### src/rtl/rst_seq_ctrl_pkg.sv
// Shared definitions for the reset sequencer family: state encodings, default timing
// parameters and the counter width helper.
package rst_seq_ctrl_pkg;

  typedef logic [1:0] seq_state_t;

  localparam seq_state_t ST_IDLE    = 2'd0;
  localparam seq_state_t ST_HOLD    = 2'd1;
  localparam seq_state_t ST_RELEASE = 2'd2;

  localparam int DEF_N_DOM       = 4;
  localparam int DEF_HOLD_CYC    = 8;
  localparam int DEF_STAGGER_CYC = 2;

  // Counter must hold the larger of the two timing values.
  function automatic int cnt_width(input int hold_cyc, input int stagger_cyc);
    int max_cyc;
    max_cyc = (hold_cyc > stagger_cyc) ? hold_cyc : stagger_cyc;
    return $clog2(max_cyc + 1);
  endfunction

endpackage

### src/rtl/rst_seq_ctrl_if.sv
// Software request / per-domain reset bundle between the reset sequencer and its users.
interface rst_seq_ctrl_if #(
  parameter int N_DOM = 4
);
  logic             sw_req;
  logic [N_DOM-1:0] sw_mask;
  logic [N_DOM-1:0] rst_out;
  logic             busy;
  logic             done;
  logic             req_drop;

  modport master (
    output sw_req, sw_mask,
    input  rst_out, busy, done, req_drop
  );

  modport slave (
    input  sw_req, sw_mask,
    output rst_out, busy, done, req_drop
  );
endinterface

### src/rtl/rst_seq_cnt.sv
// Loadable down-counter shared by the HOLD and STAGGER intervals of the reset sequencer.
module rst_seq_cnt
  import rst_seq_ctrl_pkg::*;
#(
  parameter int CNT_W = 4
) (
  input  logic             clk,
  input  logic             clr_i,
  input  logic             load_i,
  input  logic [CNT_W-1:0] load_val_i,
  input  logic             dec_i,
  output logic             zero_o
);

  logic [CNT_W-1:0] cnt_q;

  // Load wins over clear so a reset can restart the hold interval in one edge.
  always_ff @(posedge clk) begin
    if (load_i) begin
      cnt_q <= load_val_i;
    end else if (clr_i) begin
      cnt_q <= '0;
    end else if (dec_i && (cnt_q != '0)) begin
      cnt_q <= cnt_q - 1'b1;
    end
  end

  assign zero_o = (cnt_q == '0);

endmodule

### src/rtl/rst_seq_ctrl.sv
// Reset sequencer: holds the selected domains in reset, then releases them one by one in
// ascending index order with a fixed gap. Started by rst or by a software request.
module rst_seq_ctrl
  import rst_seq_ctrl_pkg::*;
#(
  parameter int N_DOM       = DEF_N_DOM,
  parameter int HOLD_CYC    = DEF_HOLD_CYC,
  parameter int STAGGER_CYC = DEF_STAGGER_CYC
) (
  input  logic         clk,
  input  logic         rst,
  rst_seq_ctrl_if.slave bus
);

  localparam int CNT_W = cnt_width(HOLD_CYC, STAGGER_CYC);
  localparam int IDX_W = (N_DOM > 1) ? $clog2(N_DOM) : 1;

  seq_state_t       state_q, state_d;
  logic [N_DOM-1:0] mask_q, mask_d;
  logic [N_DOM-1:0] rst_out_q, rst_out_d;
  logic [IDX_W-1:0] idx_q, idx_d;
  logic             busy_q, busy_d;
  logic             done_q, done_d;
  logic             drop_q, drop_d;

  logic             cnt_load, cnt_clr, cnt_dec, cnt_zero;
  logic [CNT_W-1:0] cnt_load_val;

  logic [N_DOM-1:0] elig;
  logic [N_DOM-1:0] remaining;
  logic [IDX_W-1:0] nxt_idx;
  logic             nxt_last;

  // Candidates for the next release: every selected bit while holding, afterwards only
  // selected bits above the one most recently released.
  for (genvar gi = 0; gi < N_DOM; gi++) begin : g_elig
    localparam logic [IDX_W:0] GI_IDX = (IDX_W+1)'(gi);
    assign elig[gi] = mask_q[gi] && ((state_q == ST_HOLD) || (GI_IDX > {1'b0, idx_q}));
  end

  always_comb begin
    nxt_idx = '0;
    for (int i = N_DOM - 1; i >= 0; i--) begin
      if (elig[i]) begin
        nxt_idx = IDX_W'(i);
      end
    end
  end

  assign remaining = elig & ~(N_DOM'(1) << nxt_idx);
  assign nxt_last  = (remaining == '0);

  always_comb begin
    state_d      = state_q;
    mask_d       = mask_q;
    rst_out_d    = rst_out_q;
    idx_d        = idx_q;
    busy_d       = busy_q;
    done_d       = 1'b0;
    drop_d       = 1'b0;
    cnt_load     = 1'b0;
    cnt_load_val = CNT_W'(HOLD_CYC - 1);
    cnt_clr      = 1'b0;
    cnt_dec      = 1'b0;

    case (state_q)
      ST_IDLE: begin
        if (bus.sw_req) begin
          if (bus.sw_mask != '0) begin
            mask_d    = bus.sw_mask;
            rst_out_d = rst_out_q | bus.sw_mask;
            busy_d    = 1'b1;
            state_d   = ST_HOLD;
            cnt_load  = 1'b1;
          end else begin
            drop_d = 1'b1;
          end
        end
      end
      ST_HOLD, ST_RELEASE: begin
        drop_d = bus.sw_req;
        if (cnt_zero) begin
          rst_out_d[nxt_idx] = 1'b0;
          idx_d              = nxt_idx;
          if (nxt_last) begin
            state_d = ST_IDLE;
            busy_d  = 1'b0;
            done_d  = 1'b1;
            cnt_clr = 1'b1;
          end else begin
            state_d      = ST_RELEASE;
            cnt_load     = 1'b1;
            cnt_load_val = CNT_W'(STAGGER_CYC - 1);
          end
        end else begin
          cnt_dec = 1'b1;
        end
      end
      default: state_d = ST_IDLE;
    endcase
  end

  always_ff @(posedge clk) begin
    if (rst) begin
      state_q   <= ST_HOLD;
      mask_q    <= '1;
      rst_out_q <= '1;
      idx_q     <= '0;
      busy_q    <= 1'b1;
      done_q    <= 1'b0;
      drop_q    <= 1'b0;
    end else begin
      state_q   <= state_d;
      mask_q    <= mask_d;
      rst_out_q <= rst_out_d;
      idx_q     <= idx_d;
      busy_q    <= busy_d;
      done_q    <= done_d;
      drop_q    <= drop_d;
    end
  end

  // Reset reloads the hold interval so the first rst=0 edge counts as hold edge 1.
  rst_seq_cnt #(
    .CNT_W(CNT_W)
  ) u_cnt (
    .clk        (clk),
    .clr_i      (cnt_clr & ~rst),
    .load_i     (cnt_load | rst),
    .load_val_i (rst ? CNT_W'(HOLD_CYC - 1) : cnt_load_val),
    .dec_i      (cnt_dec & ~rst),
    .zero_o     (cnt_zero)
  );

  assign bus.rst_out  = rst_out_q;
  assign bus.busy     = busy_q;
  assign bus.done     = done_q;
  assign bus.req_drop = drop_q;

endmodule

### src/flat_wrapper.sv
// flat-port wrapper written by rule: the top's interface ports become plain ports
module rst_seq_ctrl_flat import rst_seq_ctrl_pkg::*;
#(
  parameter int N_DOM       = DEF_N_DOM,
  parameter int HOLD_CYC    = DEF_HOLD_CYC,
  parameter int STAGGER_CYC = DEF_STAGGER_CYC
)
  (clk, rst, bus_sw_req, bus_sw_mask, bus_rst_out, bus_busy, bus_done, bus_req_drop);
  rst_seq_ctrl_if #(.N_DOM(N_DOM)) bus_i ();
  input  logic clk;
  input  logic rst;
  input wire logic [$bits(bus_i.sw_req)-1:0] bus_sw_req;
  input wire logic [$bits(bus_i.sw_mask)-1:0] bus_sw_mask;
  output wire logic [$bits(bus_i.rst_out)-1:0] bus_rst_out;
  output wire logic [$bits(bus_i.busy)-1:0] bus_busy;
  output wire logic [$bits(bus_i.done)-1:0] bus_done;
  output wire logic [$bits(bus_i.req_drop)-1:0] bus_req_drop;
  assign bus_i.sw_req = bus_sw_req;
  assign bus_i.sw_mask = bus_sw_mask;
  assign bus_rst_out = bus_i.rst_out;
  assign bus_busy = bus_i.busy;
  assign bus_done = bus_i.done;
  assign bus_req_drop = bus_i.req_drop;
  rst_seq_ctrl #(.N_DOM(N_DOM), .HOLD_CYC(HOLD_CYC), .STAGGER_CYC(STAGGER_CYC)) u_core (.clk(clk), .rst(rst), .bus(bus_i));
endmodule
### config.mk
export PLATFORM = sky130hd
export DESIGN_NAME = rst_seq_ctrl_flat
export DESIGN_NICKNAME = d
export VERILOG_FILES = /design/src/rtl/rst_seq_ctrl_pkg.sv /design/src/rtl/rst_seq_ctrl_if.sv /design/src/rtl/rst_seq_cnt.sv /design/src/rtl/rst_seq_ctrl.sv /design/src/flat_wrapper.sv
export SDC_FILE = /design/constraint.sdc
export NUM_CORES = 1
export LEC_CHECK = 0
export CORE_MARGIN = 3
export CORE_UTILIZATION = 54
export CTS_BUF_LIST = sky130_fd_sc_hd__clkbuf_16
export CTS_CLUSTER_DIAMETER = 40
export CTS_CLUSTER_SIZE = 8
export DETAILED_ROUTE_END_ITERATION = 6
export PLACE_DENSITY_LB_ADDON = 0.2
export REMOVE_ABC_BUFFERS = 1
export SETUP_SLACK_MARGIN = 0.4
export SYNTH_ARGS = -nofsm -noshare
export SYNTH_HDL_FRONTEND = slang
export SYNTH_SLANG_ARGS = --single-unit
### constraint.sdc
create_clock -name clk -period 5.45 [get_ports clk]
set_input_delay 1.09 -clock clk [delete_from_list [all_inputs] [get_ports clk]]
set_output_delay 1.09 -clock clk [all_outputs]
set_load 0.05 [all_outputs]
==> flow_summary.json <==
{
  "status": "complete, no violations",
  "worst-slew-pin-transition_ns": 0.622,
  "postSynth.topFlopCell": "sky130_fd_sc_hd__dfxtp_1",
  "floorplan.initialDensity_pct": 58.1,
  "final.fill_count": 135,
  "postLayoutCoreUtil_pct": 71.4,
  "drt_wl_total_um": 2220,
  "netlist_area_before_placement_sq_mm": 0.00101,
  "synth_top_family_by_area": "compound AO/OA/AOI/OAI gates",
  "post_synth_fa_ha_maj_area_fraction_pct": 4.94,
  "number_of_global_route_vias_before_repair": 823,
  "place.gp.congestion": 0.873,
  "grt_setup_unrepaired": "no",
  "ios": 14,
  "grt_most_used_layer": "met2",
  "final_layout_size_suffix_gt1_share_pct": 10.2,
  "post_drt_via_cell_ratio": 6.01,
  "postCtsSetupRepairBufs": 0,
  "yosys.area_share.xor_xnor_pct": 1.73,
  "clock-root-buffer": "sky130_fd_sc_hd__clkbuf_16",
  "setup-tns-final_ns": 0,
  "cts_buffers": 3,
  "synthSimpleGateAreaFrac_pct": 20.6,
  "synth_area_per_cell_sq_um": 9.84,
  "dieArea_sq_mm": 0.00243,
  "worst_setup_path_start_kind": "primary input",
  "clock_latency_ns": 0.25,
  "global_route.overflow_total": 0,
  "grt_antenna_before_repair": 0,
  "slew_violations": 0,
  "netlist-cell-type-count": 38,
  "core-area_sq_mm": 0.00175,
  "arrival_worst_endpoint_ns": 2.94,
  "synth.mux.area_fraction_pct": 1.98,
  "hold_path.class": "flop to flop",
  "ant_nets": 0,
  "final_period_minus_worst_setup_slack_ns": 2.96,
  "synthesis.instances": 103,
  "detailroute.via_count": 859,
  "synth_seq_area_share_pct": 41.5,
  "area_growth_pct": 23.0,
  "grt_start_max_net_pins": 19,
  "drv.max_cap_violation_count": 0,
  "yosysWarningCount": 0,
  "grt_util_met3_pct": 4.59,
  "grt_pass1_wl_um": 3880,
  "placement_rows": 15,
  "cts_tree": "yes",
  "synth-edff-count": 4,
  "power-per-cell-area_mw_per_mm2": 425,
  "synth-compound-area-share_pct": 25.6,
  "grt_use_met1_pct": 29.9,
  "largest_voltage_drop_on_the_vdd_net_v": 0.000341,
  "setup_viol": 0,
  "final_hpwl_dp_um": 1650,
  "critPathKind": "primary input to flop",
  "layout.nets": 130,
  "gr-usage-all-layers_pct": 21.2,
  "layout.area.seq_sq_um": 420,
  "final.setup_skew_ns": 0.00277,
  "timing.critical_path.fanout_max": 6,
  "cts_max_path_buffers": 2,
  "die_height_um": 49.3,
  "dr.first_iter.drc_count": 45,
  "cts.repair.resized": 0,
  "portBuffers": 13,
  "firstDrtPassIters": 4,
  "drcViolationCount": 0,
  "synth_seq_cells": 19,
  "fmaxAchievable_mhz": 338,
  "grtUsageMet2_pct": 30.6,
  "floorplan.die.width_um": 49.3,
  "critical_path.endpoint_type": "flop",
  "max-slew-margin-rel_pct": 58.4,
  "area_used_by_multi_input_combinational_logic_sq_um": 556,
  "cp_data_required_time_ns": 5.43,
  "num_antenna_cells": 0,
  "numClockSinks": 19,
  "total_leakage_power_nw": 0.490,
  "post_drt_wl_per_cell_um": 15.5,
  "clkTransAtPathRegs_ns": 0.05,
  "final_hold_viol_count": 0,
  "cts_max_level": 1,
  "cts.hold.buffers_added": 0,
  "final_min_period_over_clock_period_pct": 54.3,
  "async_flop_share_pct": 0
}
==> critical path: stages <==
cell	delay, ns
sky130_fd_sc_hd__clkdlybuf4s50_1	0.50
sky130_fd_sc_hd__nor4_4	0.38
sky130_fd_sc_hd__nand2b_1	0.29
sky130_fd_sc_hd__nor2_1	0.08
sky130_fd_sc_hd__or4b_1	0.59
==> logic make-up after synthesis <==
kind of cell | after synthesis
AO/OA/AOI/OAI | 31
XOR/XNOR | 2
adder cells (fa/ha/maj) | 4
buffers and inverters | 10
flip-flops | 19
multiplexers | 2
AND/OR/NAND/NOR | 35
==> Yosys cell counts, drive strengths merged, types with 3 or more instances <==
library cell,instances,share of area [%]
nor4,3,3.3
dfxtp,15,30
o21ai,3,1.5
nor3b,3,2.2
inv,8,3.0
nand2b,3,2.1
a211oi,3,2.2
ha,4,4.9
nor3,3,1.5
edfxtp,4,12
nor2,7,2.6
a21oi,8,4.7
nand2,6,2.2
a221o,5,4.9
==> cell usage in the layout (no fill, tap or decap), drive strengths merged, types with 2 or more instances in the layout <==
| cell type | netlist | layout |
|---|---|---|
| a211oi | 3 | 3 |
| a21o | 2 | 2 |
| a21oi | 8 | 8 |
| a221o | 5 | 5 |
| and2 | 2 | 2 |
| clkbuf | 2 | 3 |
| clkdlybuf4s50 | 0 | 13 |
| dfxtp | 15 | 15 |
| edfxtp | 4 | 4 |
| ha | 4 | 4 |
| inv | 8 | 9 |
| mux2i | 2 | 2 |
| nand2 | 6 | 6 |
| nand2b | 3 | 3 |
| nand3 | 2 | 2 |
| nor2 | 7 | 7 |
| nor2b | 2 | 2 |
| nor3 | 3 | 3 |
| nor3b | 3 | 3 |
| nor4 | 3 | 3 |
| o21ai | 3 | 3 |
| o221ai | 2 | 2 |
| xnor2 | 2 | 2 |
==> stage by stage <==
stage / power (mW) / worst slack [ns] / instances / cell area, sq um / hold slack, ns
3_5_place_dp: 0.381 / 2.23 / 139 / 1170 / 0.465
2_1_floorplan: 0.333 / 2.90 / 101 / 1010 / 0.469
5_1_grt: 0.561 / 2.34 / 143 / 1250 / 0.491
6_report: 0.530 / 2.49 / 143 / 1250 / 0.475
4_1_cts: 0.529 / 2.49 / 143 / 1250 / 0.477
3_3_place_gp: 0.377 / 2.28 / 139 / 1170 / 0.462
==> layout make-up <==
| class | count | area share [%] |
|---|---|---|
| Clock buffer | 3 | 6.02 |
| Inverter | 8 | 2.41 |
| Sequential cell | 19 | 33.7 |
| Tap cell | 25 | 2.51 |
| Clock inverter | 1 | 0.301 |
| Multi-Input combinational cell | 74 | 44.6 |
| Timing Repair Buffer | 13 | 10.4 |
==> sequential cells by signal (all words and copies together) (netlist names) <==
register,flops
u_core.u_cnt.cnt_q,4
u_core.bus.req_drop,1
u_core.mask_q,4
u_core.idx_q,2
u_core.state_q,2
u_core.bus.done,1
u_core.bus.busy,1
u_core.bus.rst_out,4
==> routing by layer <==
metal  wire length [um]  part of all wire [%]  vias up
met3                108                   4.9        7
met2               1000                    45       27
li1                   -                     -      417
met5                  0                     0        -
met4                 50                   2.3        0
met1               1050                    48      408
==> report_power, final <==
part           leakage, nW  switching (mW)  internal (mW)
Clock               0.0423          0.0516         0.0976
Combinational        0.288           0.106         0.0814
Sequential           0.160          0.0194          0.175
Total                0.490           0.177          0.354
==> worst paths after layout <==
kind	slack, ns	cells past startpoint	startpoint	end
worst max register to register	3.14	6	u_core.state_q[0]	u_core.u_cnt.cnt_q[0]
worst min-delay path	0.48	2	u_core.bus.busy	u_core.bus.busy
worst max-delay path	2.49	5	bus_sw_mask[2]	u_core.u_cnt.cnt_q[0]
worst min register to register	0.48	2	u_core.bus.busy	u_core.bus.busy
Power figures use the tool's default switching activity.
